### src/rtl/branch_resolve_ctrl_pkg.sv
// Shared types and constants for the branch resolution controller and its
// 2-bit direction predictor.
package branch_resolve_ctrl_pkg;

   typedef enum logic [1:0] {
      ST_IDLE     = 2'd0,
      ST_REDIRECT = 2'd1,
      ST_FLUSH    = 2'd2
   } state_e;

   localparam logic [1:0] CNT_SNT = 2'b00;
   localparam logic [1:0] CNT_WNT = 2'b01;
   localparam logic [1:0] CNT_WT  = 2'b10;
   localparam logic [1:0] CNT_ST  = 2'b11;

   // Instructions are word aligned, so the predictor index starts at PC bit 2.
   localparam int IDX_LSB = 2;

   function automatic int idx_msb(input int idx_w);
      return idx_w + IDX_LSB - 1;
   endfunction

endpackage

### src/rtl/branch_resolve_ctrl_if.sv
// Fetch/EX/redirect signal bundle; master is the controller, slave the pipeline.
interface branch_resolve_ctrl_if #(
   parameter int XLEN  = 32,
   parameter int CNT_W = 16
);
   logic [XLEN-1:0]  if_pc;
   logic             if_pred_taken;
   logic             ex_valid;
   logic             ex_branch;
   logic [XLEN-1:0]  ex_pc;
   logic             ex_pred_taken;
   logic             ex_taken;
   logic [XLEN-1:0]  ex_target;
   logic             redirect_valid;
   logic [XLEN-1:0]  redirect_pc;
   logic             redirect_ready;
   logic             stall_ex;
   logic             flush;
   logic [CNT_W-1:0] mispredict_cnt;

   modport master (
      input  if_pc, ex_valid, ex_branch, ex_pc, ex_pred_taken, ex_taken,
             ex_target, redirect_ready,
      output if_pred_taken, redirect_valid, redirect_pc, stall_ex, flush,
             mispredict_cnt
   );

   modport slave (
      output if_pc, ex_valid, ex_branch, ex_pc, ex_pred_taken, ex_taken,
             ex_target, redirect_ready,
      input  if_pred_taken, redirect_valid, redirect_pc, stall_ex, flush,
             mispredict_cnt
   );
endinterface

### src/rtl/branch_resolve_ctrl_bht_2bit.sv
// Direct-mapped table of 2-bit saturating counters: one combinational read
// port, one synchronous saturating update port.
module bht_2bit
   import branch_resolve_ctrl_pkg::*;
#(
   parameter int IDX_W = 4
) (
   input  logic             clk,
   input  logic             rst_n,
   input  logic [IDX_W-1:0] rd_idx_i,
   output logic             rd_taken_o,
   input  logic             wr_en_i,
   input  logic [IDX_W-1:0] wr_idx_i,
   input  logic             wr_taken_i
);

   localparam int ENTRIES = 2 ** IDX_W;

   logic [1:0] cnt_q [ENTRIES];
   logic [1:0] cur_cnt;
   logic [1:0] upd_cnt;

   // No write-to-read bypass: a same-cycle lookup sees the old counter.
   assign rd_taken_o = cnt_q[rd_idx_i][1];
   assign cur_cnt    = cnt_q[wr_idx_i];

   always_comb begin
      upd_cnt = cur_cnt;
      if (wr_taken_i && (cur_cnt != CNT_ST)) begin
         upd_cnt = cur_cnt + 2'd1;
      end else if (!wr_taken_i && (cur_cnt != CNT_SNT)) begin
         upd_cnt = cur_cnt - 2'd1;
      end
   end

   always_ff @(posedge clk or negedge rst_n) begin
      if (!rst_n) begin
         for (int i = 0; i < ENTRIES; i++) begin
            cnt_q[i] <= CNT_WNT;
         end
      end else if (wr_en_i) begin
         cnt_q[wr_idx_i] <= upd_cnt;
      end
   end

endmodule

### src/rtl/branch_resolve_ctrl.sv
// Resolves EX-stage conditional branches: trains the predictor, and on a
// mispredict issues a handshaked fetch redirect followed by a fixed flush.
//
//  state       | meaning
//  ST_IDLE     | accepting resolves; outputs quiet
//  ST_REDIRECT | redirect_valid held until fetch accepts; EX stalled, flush high
//  ST_FLUSH    | flush high for FLUSH_CYCLES cycles after acceptance; EX runs
module branch_resolve_ctrl
   import branch_resolve_ctrl_pkg::*;
#(
   parameter int XLEN         = 32,
   parameter int IDX_W        = 4,
   parameter int FLUSH_CYCLES = 2,
   parameter int CNT_W        = 16
) (
   input  logic                  clk,
   input  logic                  rst_n,
   branch_resolve_ctrl_if.master bus
);

   localparam int IDX_MSB = idx_msb(IDX_W);
   localparam int FC_W    = (FLUSH_CYCLES > 1) ? $clog2(FLUSH_CYCLES) : 1;

   state_e           state_q, state_d;
   logic [XLEN-1:0]  rpc_q, rpc_d;
   logic             rvalid_q, rvalid_d;
   logic             stall_q, stall_d;
   logic             flush_q, flush_d;
   logic [CNT_W-1:0] mcnt_q, mcnt_d;
   logic [FC_W-1:0]  fcnt_q, fcnt_d;

   logic resolve;
   logic mispredict;
   logic unused_pc_bits;

   assign resolve    = bus.ex_valid && bus.ex_branch && (state_q == ST_IDLE);
   assign mispredict = resolve && (bus.ex_taken != bus.ex_pred_taken);

   assign unused_pc_bits = ^{bus.if_pc[XLEN-1:IDX_MSB+1], bus.if_pc[IDX_LSB-1:0]};

   bht_2bit #(
      .IDX_W (IDX_W)
   ) u_bht (
      .clk        (clk),
      .rst_n      (rst_n),
      .rd_idx_i   (bus.if_pc[IDX_MSB:IDX_LSB]),
      .rd_taken_o (bus.if_pred_taken),
      .wr_en_i    (resolve),
      .wr_idx_i   (bus.ex_pc[IDX_MSB:IDX_LSB]),
      .wr_taken_i (bus.ex_taken)
   );

   always_comb begin
      state_d  = state_q;
      rpc_d    = rpc_q;
      rvalid_d = rvalid_q;
      stall_d  = stall_q;
      flush_d  = flush_q;
      mcnt_d   = mcnt_q;
      fcnt_d   = fcnt_q;
      unique case (state_q)
         ST_IDLE: begin
            if (mispredict) begin
               rpc_d    = bus.ex_taken ? bus.ex_target : bus.ex_pc + XLEN'(4);
               rvalid_d = 1'b1;
               stall_d  = 1'b1;
               flush_d  = 1'b1;
               if (mcnt_q != {CNT_W{1'b1}}) begin
                  mcnt_d = mcnt_q + CNT_W'(1);
               end
               state_d  = ST_REDIRECT;
            end
         end
         ST_REDIRECT: begin
            if (rvalid_q && bus.redirect_ready) begin
               rvalid_d = 1'b0;
               stall_d  = 1'b0;
               fcnt_d   = FC_W'(FLUSH_CYCLES - 1);
               state_d  = ST_FLUSH;
            end
         end
         ST_FLUSH: begin
            if (fcnt_q == '0) begin
               flush_d = 1'b0;
               state_d = ST_IDLE;
            end else begin
               fcnt_d = fcnt_q - FC_W'(1);
            end
         end
         default: begin
            state_d = ST_IDLE;
         end
      endcase
   end

   always_ff @(posedge clk or negedge rst_n) begin
      if (!rst_n) begin
         state_q  <= ST_IDLE;
         rpc_q    <= '0;
         rvalid_q <= 1'b0;
         stall_q  <= 1'b0;
         flush_q  <= 1'b0;
         mcnt_q   <= '0;
         fcnt_q   <= '0;
      end else begin
         state_q  <= state_d;
         rpc_q    <= rpc_d;
         rvalid_q <= rvalid_d;
         stall_q  <= stall_d;
         flush_q  <= flush_d;
         mcnt_q   <= mcnt_d;
         fcnt_q   <= fcnt_d;
      end
   end

   assign bus.redirect_valid = rvalid_q;
   assign bus.redirect_pc    = rpc_q;
   assign bus.stall_ex       = stall_q;
   assign bus.flush          = flush_q;
   assign bus.mispredict_cnt = mcnt_q;

endmodule
### src/flat_wrapper.sv
// flat-port wrapper written by rule: the top's interface ports become plain ports
module branch_resolve_ctrl_flat import branch_resolve_ctrl_pkg::*;
#(
   parameter int XLEN         = 32,
   parameter int IDX_W        = 4,
   parameter int FLUSH_CYCLES = 2,
   parameter int CNT_W        = 16
)
  (clk, rst_n, bus_if_pc, bus_ex_valid, bus_ex_branch, bus_ex_pc, bus_ex_pred_taken, bus_ex_taken, bus_ex_target, bus_redirect_ready, bus_if_pred_taken, bus_redirect_valid, bus_redirect_pc, bus_stall_ex, bus_flush, bus_mispredict_cnt);
  branch_resolve_ctrl_if #(.XLEN(XLEN), .CNT_W(CNT_W)) bus_i ();
  input  logic clk;
  input  logic rst_n;
  input wire logic [$bits(bus_i.if_pc)-1:0] bus_if_pc;
  input wire logic [$bits(bus_i.ex_valid)-1:0] bus_ex_valid;
  input wire logic [$bits(bus_i.ex_branch)-1:0] bus_ex_branch;
  input wire logic [$bits(bus_i.ex_pc)-1:0] bus_ex_pc;
  input wire logic [$bits(bus_i.ex_pred_taken)-1:0] bus_ex_pred_taken;
  input wire logic [$bits(bus_i.ex_taken)-1:0] bus_ex_taken;
  input wire logic [$bits(bus_i.ex_target)-1:0] bus_ex_target;
  input wire logic [$bits(bus_i.redirect_ready)-1:0] bus_redirect_ready;
  output wire logic [$bits(bus_i.if_pred_taken)-1:0] bus_if_pred_taken;
  output wire logic [$bits(bus_i.redirect_valid)-1:0] bus_redirect_valid;
  output wire logic [$bits(bus_i.redirect_pc)-1:0] bus_redirect_pc;
  output wire logic [$bits(bus_i.stall_ex)-1:0] bus_stall_ex;
  output wire logic [$bits(bus_i.flush)-1:0] bus_flush;
  output wire logic [$bits(bus_i.mispredict_cnt)-1:0] bus_mispredict_cnt;
  assign bus_i.if_pc = bus_if_pc;
  assign bus_i.ex_valid = bus_ex_valid;
  assign bus_i.ex_branch = bus_ex_branch;
  assign bus_i.ex_pc = bus_ex_pc;
  assign bus_i.ex_pred_taken = bus_ex_pred_taken;
  assign bus_i.ex_taken = bus_ex_taken;
  assign bus_i.ex_target = bus_ex_target;
  assign bus_i.redirect_ready = bus_redirect_ready;
  assign bus_if_pred_taken = bus_i.if_pred_taken;
  assign bus_redirect_valid = bus_i.redirect_valid;
  assign bus_redirect_pc = bus_i.redirect_pc;
  assign bus_stall_ex = bus_i.stall_ex;
  assign bus_flush = bus_i.flush;
  assign bus_mispredict_cnt = bus_i.mispredict_cnt;
  branch_resolve_ctrl #(.XLEN(XLEN), .IDX_W(IDX_W), .FLUSH_CYCLES(FLUSH_CYCLES), .CNT_W(CNT_W)) u_core (.clk(clk), .rst_n(rst_n), .bus(bus_i));
endmodule
### config.mk
export PLATFORM = sky130hd
export DESIGN_NAME = branch_resolve_ctrl_flat
export DESIGN_NICKNAME = d
export VERILOG_FILES = /design/src/rtl/branch_resolve_ctrl_pkg.sv /design/src/rtl/branch_resolve_ctrl_if.sv /design/src/rtl/branch_resolve_ctrl_bht_2bit.sv /design/src/rtl/branch_resolve_ctrl.sv /design/src/flat_wrapper.sv
export SDC_FILE = /design/constraint.sdc
export NUM_CORES = 1
export LEC_CHECK = 0
export BUFFER_PORTS_ARGS = -buffer_cell sky130_fd_sc_hd__buf_4
export CAP_MARGIN = 20
export CORE_ASPECT_RATIO = 1.2
export CORE_MARGIN = 4
export CORE_UTILIZATION = 48
export DETAILED_ROUTE_END_ITERATION = 12
export MAX_ROUTING_LAYER = met4
export PLACE_DENSITY_LB_ADDON = 0.12
export SLEW_MARGIN = 20
export SYNTH_ARGS = -nofsm -noshare
export SYNTH_HDL_FRONTEND = slang
export SYNTH_HIERARCHICAL = 1
export SYNTH_SLANG_ARGS = --single-unit
### constraint.sdc
create_clock -name clk -period 3.9 [get_ports clk]
set_clock_uncertainty 0.2 [all_clocks]
set_input_delay 0.78 -clock clk [delete_from_list [all_inputs] [get_ports clk]]
set_output_delay 0.78 -clock clk [all_outputs]
set_load 0.01 [all_outputs]
# ---- Word-level counts from Yosys, hierarchy flattened
# Cells that the tools add are included.
dict set report classes {
  addsub 5
  magnitude_cmp 3
  n_eq_ne 8
  muxes 24
  bitwise 2
  n_reduce_logical 19
}
# op count
set op_table {}
lappend op_table {{$add A32 B3 Y32 const B} 1}
lappend op_table {{$bwmux W32} 1}
lappend op_table {{$mux W32} 1}
lappend op_table {{$mux W2} 10}
lappend op_table {{$add A16 B1 Y16 const B} 1}
lappend op_table {{$bmux W2 S4} 2}
lappend op_table {{$ne A16 B16 Y1 const B} 1}
lappend op_table {{$reduce_and A3 Y1} 4}
lappend op_table {{$ge A5 B5 Y1 const B} 2}
lappend op_table {{$not A4 Y5} 2}
lappend op_table {{$demux W2 S4} 1}
lappend op_table {{$reduce_bool A2 Y1} 4}
lappend op_table {{$logic_and A1 B1 Y1} 7}
lappend op_table {{$pmux W1 S2} 3}
lappend op_table {{$pmux W2 S3} 1}
lappend op_table {{$lt A5 B1 Y1 const B} 1}
lappend op_table {{$mux W1} 5}
lappend op_table {{$ne A2 B1 Y1 const B} 2}
lappend op_table {{$ne A2 B2 Y1 const B} 2}
lappend op_table {{$reduce_and A2 Y1} 2}
lappend op_table {{$add A2 B1 Y2 const B} 1}
lappend op_table {{$eq A2 B1 Y1 const B} 1}
lappend op_table {{$eq A2 B2 Y1 const B} 1}
lappend op_table {{$logic_not A2 Y1} 1}
lappend op_table {{other kinds (4)} 4}
dict set report word_totals {
  ff_bits 85
  input_bits 103
  output_inout_bits 52
  elab_cells 83
}

# ---- Depth between registers and ports, before layout
dict set report logic_depth {
  depth_word 9
  ltp_mapped 13
  ltp_nobuf 10
}

# ---- Cells and area by module
# Netlist, hierarchy kept.
# module instances cells_per_inst area_each_um2 seq_area_each_um2
set by_module_without_submodules {}
lappend by_module_without_submodules {branch_resolve_ctrl 1 352 3171.8 1326.3}
lappend by_module_without_submodules {bht_2bit 1 150 1901.8 820.8}

# ---- Worst setup path before layout
# OpenSTA, ideal clock, no wires.
dict set report synth_path {
  path_type {input port to flip-flop}
  from {input bus_ex_pc[2]}
  to {register u_core/u_bht/cnt_q[17] (netlist name)}
  setup_ns 0.095
  t_arrival_ns 3.089
  required_time_ns 3.605
  path_slack_ns 0.516
  stages 10
  n_path_buf 3
  path_cell_list {buf_6 buf_2 mux4_2 mux2i_1 o21a_1 ha_1 or3_1 and3_1 buf_2 o31ai_1}
}
dict set report synth_between {
  elab_chain_cells 9
  elab_cells_between_ends 18
  classes_between {add/sub: 2; order compare: 2; eq/ne: 1; mux: 8; bitwise: 1; reduce/logical: 4}
}
# item line
set synth_lines {}
lappend synth_lines {{start: declaration} flat_wrapper.sv:16} ;# input wire logic [$bits(bus_i.ex_pc)-1:0] bus_ex_pc;
lappend synth_lines {{$not A4 Y5 (not written as such) *} {branch_resolve_ctrl_bht_2bit.sv:25, branch_resolve_ctrl_bht_2bit.sv:42}}
lappend synth_lines {{parallel branches: the longest is 7 deep, another holds $sub A2 B1 Y2} -}
lappend synth_lines {{$bwmux W32 *} branch_resolve_ctrl_bht_2bit.sv:42} ;# cnt_q[wr_idx_i] <= upd_cnt;
lappend synth_lines {{end signal: indexed assignment} branch_resolve_ctrl_bht_2bit.sv:42}
lappend synth_lines {{end: declaration} branch_resolve_ctrl_bht_2bit.sv:19} ;# logic [1:0] cnt_q [ENTRIES];
# Mark *: on every way between the ends. The select of a mux whose other input is x is not followed.
# A chain may end at the register's enable or synchronous reset.

# ---- Worst setup path in the final report
dict set report layout_path {
  from {input bus_ex_pc[2]}
  to {register u_core/u_bht/cnt_q[29] (netlist name)}
}
# The elaborated chain is that of the path after synthesis.

==> run_results.csv <==
group,metric,value,unit
yosys,synthesis.area,5070,sq um
yosys,synth_top_cell_by_area,"dfrtp_1",
floorplanning,rows,40,
placement,gp_congestion,0.872,
final_layout,layout_commonest_cell,"buf_4",
yosys,synth-main-ff-cell,"dfrtp_1",
global_route,gr-total-overflow,0,
detailed_routing,drtIter0Drc,150,
placement,dpl.hpwl,9600,microns
floorplanning,start_util,49.9,%
floorplanning,die-area,12300,sq um
yosys,muxShareOfSynthArea,13.4,%
timing,timing.setup.tns,0,ns
critical_path,path_class,"primary input to flip-flop",
pwr,p_int,2600,uW
placement,dpl_worst_slack,0.192,ns
critical_path,r2r_start,"u_core/u_bht/cnt_q[11]$_DFFE_PN0P_",
yosys,async_reset_ff_share,100,%
cts,clk_latency,0.34,ns
cts,cts_resized,0,
critical_path,crit_slowest_cell,"mux4_1",
yosys,synth.top_cell.area_share,34.0,%
cts,numCtsBuffers,9,
detailed_routing,viasPerCell,5.72,
timing,fmax,295,MHz
critical_path,path_buf_inv,1,
detailed_routing,drc_errors,0,
cts,holdBufCountCts,0,
yosys,synth-compound-area-share,12.2,%
timing,period_needed,3.39,ns
yosys,synth_edf_count,0,
final_layout,final_area,6410,sq um
pwr,clock_power_share,24.6,%
cts,cts_sinks,85,
yosys,synth-xor-area-share,5.70,%
cts,cts.htree.levels,3,
pwr,p_sw_share,32.3,%
timing,finalSetupViolations,0,
cts,cts_root_buf,"clkbuf_16",
cts,cts_setup_buffers,0,
hold_path,hold_path_class,"primary input to async pin",
critical_path,required,3.94,ns
run_status,outcome,"finished, final reports clean",
detailed_routing,ant_nets,0,
cts,ctsLongestPathBuffers,2,
critical_path,worstPathCellList,"buf_4, mux4_1, mux2_4, nand2_1, o21a_1, ha_1, or3_1, and3_1, o31ai_1",
pwr,peakVddDrop,0.373,mV
final_layout,area_growth,26.3,%
cts,clk_pin_slew,0.06,ns
final_layout,num_antenna_cells,0,
yosys,ys.warnings.count,6,
critical_path,cp-startpoint,"bus_ex_pc[2]",
timing,relSlewSlack,50.6,%
critical_path,endpoint,"u_core/u_bht/cnt_q[29]$_DFFE_PN0P_",
pwr,p_sw,1240,uW
critical_path,r2r_slack,0.88,ns
pwr,p_seq_share,39.5,%
timing,rsz0062_at_grt,"false",
yosys,synth_nets,609,
final_layout,final_cell_mix,"buf_4, dfrtp_1, nand2_1",
final_layout,final_net_count,729,
cts,cts_tree,"done",
detailed_routing,num_vias,4307,
yosys,ys_ff_latch,85,
critical_path,crit_family,"multiplexers",
pwr,power-per-cell-area,598,nW/um^2
yosys,avgSynthCellArea,10.1,sq um
critical_path,end_kind,"flip-flop",
timing,timing.final.crit_share,87.0,%
global_route,grt_pass1_vias,4234,
final_layout,drive_above_1_share,34.9,%
run,max_cap_viol_count,0,
timing,slew_viol_final,0,
final_layout,final_util,63.1,%
detailed_routing,post_drt_wl_per_cell,17.4,microns
global_route,gr-usage-all-layers,22.2,%
global_route,antenna_found_initial,0,
placement,port_buffers,126,
yosys,yosysUniqueCellTypes,66,
global_route,grt_max_degree,83,
floorplanning,core-area,10200,sq um
critical_path,arrival,3.43,ns
pwr,p_comb_share,35.9,%
placement,placed_area,6070,sq um
timing,setup_ws,0.507,ns
yosys,synth_area_leaders,"dfrtp_1, dfstp_2, mux2_2, nand2_1, mux4_2",
critical_path,worst_r2r_endpoint,"u_core/u_bht/cnt_q[29]$_DFFE_PN0P_",
critical_path,startpoint_type,"primary input",
yosys,ys_seq_area_share,42.3,%
timing,max_slew.worst_pin.slew,0.742,ns
timing,hold_viol,0,
detailed_routing,finalWirelength,13100,microns
detailed_routing,first_pass_iters,5,
yosys,synthCells,502,
yosys,synth_top_family_by_area,"simple AND/OR/NAND/NOR gates",
floorplanning,die_y,121,microns
pwr,leakagePower,0.00291,uW
global_route,grt_first_pass_wirelength,21000,microns
floorplanning,chipWidth,102,microns
critical_path,ff2ff_path_depth,8,
yosys,synth_fa_ha_area_share,0.986,%
critical_path,crit_cells,9,
critical_path,crit_path_max_fanout,13,
yosys,synthSimpleGateAreaFrac,21.2,%
critical_path,max_stage_delay,0.62,ns
floorplanning,io_pins,155,
## cells by family after synthesis
| family | count (synthesis) |
|---|---|
| and+or+nand+nor | 200 |
| AOI/OAI and AO/OA | 95 |
| DFF | 85 |
| muxes | 49 |
| buffers and inverters | 36 |
| xor gates and xnor gates | 33 |
| adders and majority gates | 4 |
## final cells by class
| cell class | instances | area (sq um) |
|---|---|---|
| clock buffer | 13 | 260 |
| clock inverter | 3 | 68.8 |
| fill | 871 | 3750 |
| inverter | 10 | 37.5 |
| multi-input combinational | 381 | 2720 |
| sequential | 85 | 2150 |
| tap | 126 | 158 |
| timing repair buffer | 135 | 1020 |
## Yosys cell counts, types with 5 or more instances
cell      count
a21oi_1      17
and3_1       14
buf_2         6
clkbuf_1     12
dfrtp_1      69
dfstp_2      16
inv_1        10
mux2_2       27
mux2i_1      10
mux4_2        7
nand2_1      66
nand2b_1     10
nand3_1      22
nand4_1      12
nor2_1       32
nor3_1       10
o21a_1        5
o21ai_0      27
o21ai_1       5
o22ai_1       6
o31ai_1      16
xnor2_1      17
xor2_1       16
## state kept, by name, indices dropped and copies added, names as in the netlist
name / flops
u_core/bus.stall_ex: 1
u_core/bus.mispredict_cnt: 16
u_core/u_bht/cnt_q: 32
u_core/bus.redirect_pc: 32
u_core/state_q: 2
u_core/bus.flush: 1
u_core/fcnt_q: 1
## power groups by stage
stage	registers, uW	logic, uW	clock network, uW
floorplan	1570	697	0
global placement	1510	1350	0
detailed placement	1530	1380	0
CTS	1520	1390	964
global route	1560	1510	1000
finish	1510	1380	941
## metal layers
layer	wire length [microns]	GRT usage, %	up-vias	part of all wire, %
met5	0	-	-	0
met4	200	6.32	0	1.5
met3	909	3.46	17	6.9
met2	6660	37.6	127	51
met1	5370	27.6	2098	41
li1	-	-	2065	-
## worst min-delay path by stage
stage	from	endpoint	slack, ns	cells past startpoint
2_1_floorplan	u_core/u_bht/cnt_q[19]$_DFFE_PN0P_	u_core/u_bht/cnt_q[19]$_DFFE_PN0P_	0.26	2
5_1_grt	u_core/bus.redirect_pc[4]$_DFFE_PN0P_	u_core/bus.redirect_pc[4]$_DFFE_PN0P_	0.32	2
3_5_place_dp	u_core/bus.redirect_pc[4]$_DFFE_PN0P_	u_core/bus.redirect_pc[4]$_DFFE_PN0P_	0.28	2
3_3_place_gp	u_core/bus.redirect_pc[1]$_DFFE_PN0P_	u_core/bus.redirect_pc[1]$_DFFE_PN0P_	0.26	2
4_1_cts	u_core/bus.redirect_pc[4]$_DFFE_PN0P_	u_core/bus.redirect_pc[4]$_DFFE_PN0P_	0.29	2
6_report	rst_n	u_core/bus.redirect_pc[26]$_DFFE_PN0P_	0.27	1
## through the flow
step | power (uW) | hold WS (ns) | cells
3_3_place_gp | 2860 | 0.264 | 737
4_1_cts | 3870 | 0.288 | 753
3_5_place_dp | 2910 | 0.275 | 737
5_1_grt | 4080 | 0.316 | 753
2_1_floorplan | 2260 | 0.264 | 502
6_report | 3830 | 0.274 | 753
No activity file was read; power rests on OpenSTA's default activity.
